[config.mk]
export PLATFORM = sky130hd
export DESIGN_NAME = rv32m_issue
export DESIGN_NICKNAME = d
export VERILOG_FILES = /design/src/rtl/rv32m_pkg.sv /design/src/rtl/rv32m_issue_decode.sv /design/src/rtl/rv32m_issue.sv
export SDC_FILE = /design/constraint.sdc
export NUM_CORES = 1
export LEC_CHECK = 0
export BUFFER_PORTS_ARGS = -buffer_cell sky130_fd_sc_hd__buf_2
export CORE_MARGIN = 10
export CORE_UTILIZATION = 48
export DETAILED_ROUTE_END_ITERATION = 12
export GPL_TIMING_DRIVEN = 0
export PLACE_DENSITY_LB_ADDON = 0.2
export RECOVER_POWER = 100
export SETUP_SLACK_MARGIN = 0.4
export SYNTH_ARGS = -nofsm -noshare
export SYNTH_HDL_FRONTEND = slang
export SYNTH_SLANG_ARGS = --single-unit
[constraint.sdc]
create_clock -name clk -period 5 [get_ports clk]
set_input_delay 1 -clock clk [delete_from_list [all_inputs] [get_ports clk]]
set_output_delay 1 -clock clk [all_outputs]
set_load 0.02 [all_outputs]
[src/rtl/rv32m_pkg.sv]
// Shared encodings for the rv32m issue/writeback controller: M-extension
// opcode fields, funct3 operation selects, result error codes and FSM states.
package rv32m_pkg;

    localparam logic [6:0] OPC_OP    = 7'b0110011;
    localparam logic [6:0] F7_MULDIV = 7'b0000001;

    localparam logic [2:0] F3_MUL    = 3'b000;
    localparam logic [2:0] F3_MULH   = 3'b001;
    localparam logic [2:0] F3_MULHSU = 3'b010;
    localparam logic [2:0] F3_MULHU  = 3'b011;
    localparam logic [2:0] F3_DIV    = 3'b100;
    localparam logic [2:0] F3_DIVU   = 3'b101;
    localparam logic [2:0] F3_REM    = 3'b110;
    localparam logic [2:0] F3_REMU   = 3'b111;

    localparam logic [1:0] ERR_NONE    = 2'b00;
    localparam logic [1:0] ERR_ILLEGAL = 2'b01;
    localparam logic [1:0] ERR_UNIT    = 2'b10;
    localparam logic [1:0] ERR_TIMEOUT = 2'b11;

    typedef enum logic [2:0] {
        IDLE  = 3'd0,
        CLR   = 3'd1,
        ISSUE = 3'd2,
        WAIT  = 3'd3,
        RESP  = 3'd4
    } state_t;

endpackage

[src/rtl/rv32m_issue_decode.sv]
// Combinational M-extension decode and legality check; with RV32M_FASTPATH_EN
// it also flags ops whose result is known without running the unit.
module rv32m_issue_decode (
    input  logic [31:0] instr,
`ifdef RV32M_FASTPATH_EN
    input  logic [31:0] rs1_val,
    input  logic [31:0] rs2_val,
`endif
    output logic        legal,
    output logic [2:0]  funct3,
    output logic [4:0]  rd,
    output logic        fast_hit,
    output logic [31:0] fast_result
);
    import rv32m_pkg::*;

    // Register-index fields are irrelevant here: operands arrive already read.
    logic [9:0] unused_src_idx;
    assign unused_src_idx = instr[24:15];

    assign legal  = (instr[6:0] == OPC_OP) && (instr[31:25] == F7_MULDIV);
    assign funct3 = instr[14:12];
    assign rd     = instr[11:7];

    always_comb begin
        fast_hit    = 1'b0;
        fast_result = '0;
`ifdef RV32M_FASTPATH_EN
        if (legal) begin
            case (funct3)
                F3_DIV, F3_DIVU: begin
                    if (rs2_val == '0) begin
                        fast_hit    = 1'b1;
                        fast_result = '1;
                    end
                end
                F3_REM, F3_REMU: begin
                    if (rs2_val == '0) begin
                        fast_hit    = 1'b1;
                        fast_result = rs1_val;
                    end
                end
                default: begin
                    if ((rs1_val == '0) || (rs2_val == '0)) begin
                        fast_hit    = 1'b1;
                        fast_result = '0;
                    end
                end
            endcase
        end
`endif
    end

endmodule

[src/rtl/rv32m_issue.sv]
// Issue/writeback controller for rv32m: one op in flight, clear/issue/wait
// sequencing with timeout, held result until writeback accepts. RV32M_FASTPATH_EN enables trivial-result bypass.
module rv32m_issue #(
    parameter int TIMEOUT_CYCLES = 64,
    parameter int XLEN           = 32
) (
    input  logic            clk,
    input  logic            rst,
    input  logic            req_valid,
    output logic            req_ready,
    input  logic [31:0]     req_instr,
    input  logic [XLEN-1:0] req_rs1_val,
    input  logic [XLEN-1:0] req_rs2_val,
    output logic            m_rst,
    output logic            m_in_valid,
    output logic [XLEN-1:0] m_rs1,
    output logic [XLEN-1:0] m_rs2,
    output logic [2:0]      m_funct3,
    input  logic [XLEN-1:0] m_rd,
    input  logic            m_out_valid,
    input  logic            m_in_error,
    output logic            res_valid,
    input  logic            res_ready,
    output logic [XLEN-1:0] res_data,
    output logic [4:0]      res_rd,
    output logic            res_wb_en,
    output logic [1:0]      res_err_code,
    output logic            busy
);
    import rv32m_pkg::*;

    localparam int CNT_W = (TIMEOUT_CYCLES > 2) ? $clog2(TIMEOUT_CYCLES) : 1;

    logic            dec_legal;
    logic [2:0]      dec_funct3;
    logic [4:0]      dec_rd;
    logic            dec_fast_hit;
    logic [31:0]     dec_fast_result;

    rv32m_issue_decode u_decode (
        .instr       (req_instr),
`ifdef RV32M_FASTPATH_EN
        .rs1_val     (req_rs1_val),
        .rs2_val     (req_rs2_val),
`endif
        .legal       (dec_legal),
        .funct3      (dec_funct3),
        .rd          (dec_rd),
        .fast_hit    (dec_fast_hit),
        .fast_result (dec_fast_result)
    );

    state_t          state_q, state_d;
    logic [CNT_W-1:0] cnt_q, cnt_d;
    logic            req_ready_q, req_ready_d;
    logic            busy_q, busy_d;
    logic            m_rst_q, m_rst_d;
    logic            m_in_valid_q, m_in_valid_d;
    logic [XLEN-1:0] m_rs1_q, m_rs1_d;
    logic [XLEN-1:0] m_rs2_q, m_rs2_d;
    logic [2:0]      m_funct3_q, m_funct3_d;
    logic            res_valid_q, res_valid_d;
    logic [XLEN-1:0] res_data_q, res_data_d;
    logic [4:0]      res_rd_q, res_rd_d;
    logic            res_wb_en_q, res_wb_en_d;
    logic [1:0]      res_err_q, res_err_d;

    always_comb begin
        state_d      = state_q;
        cnt_d        = cnt_q;
        m_rst_d      = m_rst_q;
        m_in_valid_d = 1'b0;
        m_rs1_d      = m_rs1_q;
        m_rs2_d      = m_rs2_q;
        m_funct3_d   = m_funct3_q;
        res_valid_d  = res_valid_q;
        res_data_d   = res_data_q;
        res_rd_d     = res_rd_q;
        res_wb_en_d  = res_wb_en_q;
        res_err_d    = res_err_q;

        case (state_q)
            IDLE: begin
                if (req_valid && req_ready_q) begin
                    res_rd_d = dec_rd;
                    if (!dec_legal) begin
                        state_d     = RESP;
                        res_valid_d = 1'b1;
                        res_data_d  = '0;
                        res_err_d   = ERR_ILLEGAL;
                        res_wb_en_d = 1'b0;
                    end else if (dec_fast_hit) begin
                        state_d     = RESP;
                        res_valid_d = 1'b1;
                        res_data_d  = dec_fast_result;
                        res_err_d   = ERR_NONE;
                        res_wb_en_d = (dec_rd != 5'd0);
                    end else begin
                        // m_rs*/m_funct3 double as the operand latch and stay put until the next legal op.
                        state_d    = CLR;
                        m_rst_d    = 1'b1;
                        m_rs1_d    = req_rs1_val;
                        m_rs2_d    = req_rs2_val;
                        m_funct3_d = dec_funct3;
                    end
                end
            end
            CLR: begin
                state_d      = ISSUE;
                m_rst_d      = 1'b0;
                m_in_valid_d = 1'b1;
            end
            ISSUE: begin
                state_d = WAIT;
                cnt_d   = '0;
            end
            WAIT: begin
                if (m_out_valid) begin
                    state_d     = RESP;
                    res_valid_d = 1'b1;
                    res_data_d  = m_rd;
                    res_err_d   = m_in_error ? ERR_UNIT : ERR_NONE;
                    res_wb_en_d = (res_rd_q != 5'd0) && !m_in_error;
                end else if (cnt_q == CNT_W'(TIMEOUT_CYCLES - 1)) begin
                    state_d     = RESP;
                    res_valid_d = 1'b1;
                    res_data_d  = '0;
                    res_err_d   = ERR_TIMEOUT;
                    res_wb_en_d = 1'b0;
                end else begin
                    cnt_d = cnt_q + CNT_W'(1);
                end
            end
            RESP: begin
                if (res_ready) begin
                    state_d     = IDLE;
                    res_valid_d = 1'b0;
                end
            end
            default: state_d = IDLE;
        endcase

        req_ready_d = (state_d == IDLE);
        busy_d      = (state_d != IDLE);
    end

    always_ff @(posedge clk) begin
        if (!rst) begin
            state_q      <= IDLE;
            cnt_q        <= '0;
            req_ready_q  <= 1'b1;
            busy_q       <= 1'b0;
            m_rst_q      <= 1'b1;
            m_in_valid_q <= 1'b0;
            m_rs1_q      <= '0;
            m_rs2_q      <= '0;
            m_funct3_q   <= '0;
            res_valid_q  <= 1'b0;
            res_data_q   <= '0;
            res_rd_q     <= '0;
            res_wb_en_q  <= 1'b0;
            res_err_q    <= ERR_NONE;
        end else begin
            state_q      <= state_d;
            cnt_q        <= cnt_d;
            req_ready_q  <= req_ready_d;
            busy_q       <= busy_d;
            m_rst_q      <= m_rst_d;
            m_in_valid_q <= m_in_valid_d;
            m_rs1_q      <= m_rs1_d;
            m_rs2_q      <= m_rs2_d;
            m_funct3_q   <= m_funct3_d;
            res_valid_q  <= res_valid_d;
            res_data_q   <= res_data_d;
            res_rd_q     <= res_rd_d;
            res_wb_en_q  <= res_wb_en_d;
            res_err_q    <= res_err_d;
        end
    end

    assign req_ready    = req_ready_q;
    assign busy         = busy_q;
    assign m_rst        = m_rst_q;
    assign m_in_valid   = m_in_valid_q;
    assign m_rs1        = m_rs1_q;
    assign m_rs2        = m_rs2_q;
    assign m_funct3     = m_funct3_q;
    assign res_valid    = res_valid_q;
    assign res_data     = res_data_q;
    assign res_rd       = res_rd_q;
    assign res_wb_en    = res_wb_en_q;
    assign res_err_code = res_err_q;

endmodule

==> parameters.txt <==
Parameter                              Value

Synthesis
  Gate count after technology mapping ... roughly 490
  Synthesized cell area ... 4500 µm²
  Post-synthesis cell type with the largest combined area ... dfxtp_1
  Area share of the leading cell type in the synthesized netlist ... 0.538
  Leading cell types by total area after synthesis ... dfxtp_1, a21oi_1, o21ai_0, nand3_1, a22o_1
  Number of different library cells in the post-synthesis netlist ... 43
  Sequential area share after synthesis ... 0.538
  Cell with the most instances after synthesis ... dfxtp_1
  Proportion of synthesized flip-flops having asynchronous set or reset ... 0
  Count of synthesis-stage warnings from yosys ... 0
  Post-synth EDFFs ... 0
  Number of nets in the synthesized netlist ... a little over 600
  Primary FF master, synth ... dfxtp_1
  Per-instance average area after synthesis ... roughly 9.3 µm²
  Flip-flop and latch count after synthesis ... around 120
  Most instantiated cells after synthesis ... dfxtp_1, a21oi_1, o21ai_0

Route
  Total length of routed wires ... about 16000 µm
  Final routed DRC violation total ... 0
  Vias per std cell ... about 5.5
  Antenna Nets Post-Route ... 0
  Number of vias in the routed layout ... about 4.8k
  Drt first-iter violations ... around 280
  Routed wirelength normalized by instance count ... approximately 18 µm
  Detailed-router iteration count before antenna repair ... 6

Final layout
  Number of nets in the layout ... just under 900
  # fillers ... 859
  Fraction of final layout cells with drive strength greater than 1 ... 0.216
  Area Growth Syn to Fin ... 37.9%

GRT
  Vias in the first global route ... about 4.7k
  Tot GR Track Use ... 0.224
  Final global-route overflow total ... 0
  Pin count of the biggest net entering global routing ... 17
  Wire length of the first global-routing pass ... 24100 µm
  Initial antenna violation count ... 3

Pwr
  Net load switching power ... 498 µW
  Design Power ... 2380 µW
  Design internal power ... roughly 1900 µW
  Logic pwr share ... 0.062
  Maximum resistive drop on vdd ... roughly 0.00024 V
  Clock power frac ... 0.528
  Relative contribution of sequential cells to total power ... 0.410
  Sw Ratio ... 0.209
  Leakage power ... roughly 0.0024 µW
  Cell area power density ... between 300 and 400 nW/µm²

Outcome
  Outcome ... completed

Clock network
  Number of levels in the clock H-tree ... 4
  Number of buffers added for setup after CTS ... 0
  Number of buffers on the longest clock path ... 2
  Cell at the root of the clock tree ... clkbuf_8
  Clock slew at the register clock pins of the worst setup and hold paths ... ~60 ps
  Number of clock buffers inserted by TritonCTS ... 17
  Count of hold-fix buffers inserted at cts ... 0
  Post-cts repair resize count ... 0
  Clock sinks ... approximately 120
  Clock network latency to the later pin of the worst-skew pair ... 500 ps
  TritonCTS clock tree ... done

STA
  Final count of negative-setup-slack endpoints ... 0
  Final number of max-transition violations ... 0
  Max frequency ... between 0.3 and 0.4 GHz
  Post-Route Setup TNS ... 0 ps
  Slew at the pin closest to its max-slew limit ... 769 ps
  Maximum clock skew at final layout ... about 7.8 ps
  Final clock period utilization by the worst path ... 0.625
  RSZ-0062 raised after global routing ... no
  Crit path time final ... ~3100 ps
  Remaining max-slew budget at the tightest pin ... 0.484
  Number of hold violations in the final report ... 0
  Final Hold Slack ... between 400 and 500 ps

Place
  Count of input and output buffers ... ~240
  Placer Congestion ... about 0.82
  HPWL after DPL ... 12200 µm

Floorplanning
  Initial core utilization ... 0.490
  Top-Level Pins ... roughly 250
  Chip height ... 117 µm
  Placeable core area ... between 9000 and 10000 µm²
  Rows ... 35
  Die Span X ... 117 µm
  Floorplan die area ... between 10000 and 15000 µm²

Setup path
  Highest fanout seen on the critical path ... 10
  CP endpoint kind ... flop
  Worst endpoint data arrival time ... 3560 ps
  Type of origin of the critical path ... primary input
  Worst setup path class ... primary input to flop
  WP data required ... between 5000 and 6000 ps

Flow run
  Max-Cap Viols ... 0

Min path
  Kind of path behind the tightest hold check ... flop to flop
[final cells by class]
type                       count  area (µm²)  share of cell area
buffer                        46         185              0.0298
timing repair buffer         235        1030               0.167
inverter                       7        26.3             0.00423
clock buffer                  22         473              0.0762
tap                          111         139              0.0224
multi-input combinational    312        1780               0.287
antenna                        1        2.50            0.000403
clock inverter                 8         143              0.0230
sequential                   121        2420               0.390
[layout by cell type (no fill, tap or decap), types with 2 or more instances in the layout]
cell type  count
o21ai_0       73
a211oi_1       2
buf_2        128
nor2_1         6
nand3_1       69
nand4_1        3
clkbuf_8       5
or3_1          3
inv_1          7
a31oi_1        2
and4_1         2
clkinv_2       3
a22o_1        33
clkbuf_1     152
dfxtp_1      121
a21oi_1       81
nand2_1       15
clkbuf_16     16
bufinv_16      4
[per-layer routing]
metal | wire length, µm | vias to the layer above | track usage
li1 | - | 2290 | -
met1 | 6030 | 2241 | 0.244
met2 | 7470 | 222 | 0.371
met3 | 2090 | 25 | 0.109
met4 | 293 | 4 | 0.0840
met5 | 31 | - | 0
[sequential cells by signal (all words and copies together), names as in the netlist, 2 cells and up]
name and count:
res_rd 5, cnt_q 6, m_rs2 32, m_rs1 32
res_data 32, res_err_code 2, m_funct3 3, state_q 3
[final timing paths]
path / startpoint / end / slack (ps) / cells after the start
hold / removal: res_err_code[0]$_SDFFE_PN0P_ / res_err_code[0]$_SDFFE_PN0P_ / 450 / 2
setup reg to reg: state_q[1]$_SDFF_PN0_ / res_data[27]$_SDFFE_PN0P_ / 2650 / 6
hold reg to reg: res_err_code[0]$_SDFFE_PN0P_ / res_err_code[0]$_SDFFE_PN0P_ / 450 / 2
setup / recovery: req_instr[27] / res_data[27]$_SDFFE_PN0P_ / 1870 / 6
[critical path: stages]
cell and delay, ps:
buf_2 100, nor4_1 390, nand4_1 550, a211oi_1 840, clkbuf_1 450, a22o_1 220
[cells by family after synthesis]
logic type | synth area share
AO/OA/AOI/OAI | 0.265
flip-flops | 0.538
AND/OR/NAND/NOR | 0.133
buffers and inverters | 0.0561
XOR/XNOR | 0.00195
multiplexers | 0.00222
adder cells (fa/ha/maj) | 0.00278
[power by group through the flow]
stage / clock network (µW) / registers (µW) / logic, µW
floorplan: 0 / 1000 / 64.6
global placement: 0 / 996 / 150
detailed placement: 0 / 996 / 153
CTS: 1280 / 975 / 154
global route: 1330 / 976 / 161
finish: 1260 / 976 / 146
[metrics by stage]
| stage | setup WS [ps] | cell area [µm²] | utilization | cells |
|---|---|---|---|---|
| 3_5_place_dp | 2320 | 5820 | 0.633 | 832 |
| 6_report | 1870 | 6210 | 0.675 | 863 |
| 3_3_place_gp | 2350 | 5820 | 0.633 | 832 |
| 5_1_grt | 1680 | 6210 | 0.675 | 863 |
| 4_1_cts | 2840 | 6430 | 0.699 | 862 |
| 2_1_floorplan | 2750 | 4500 | - | 486 |
No activity file was read; power rests on OpenSTA's default activity.
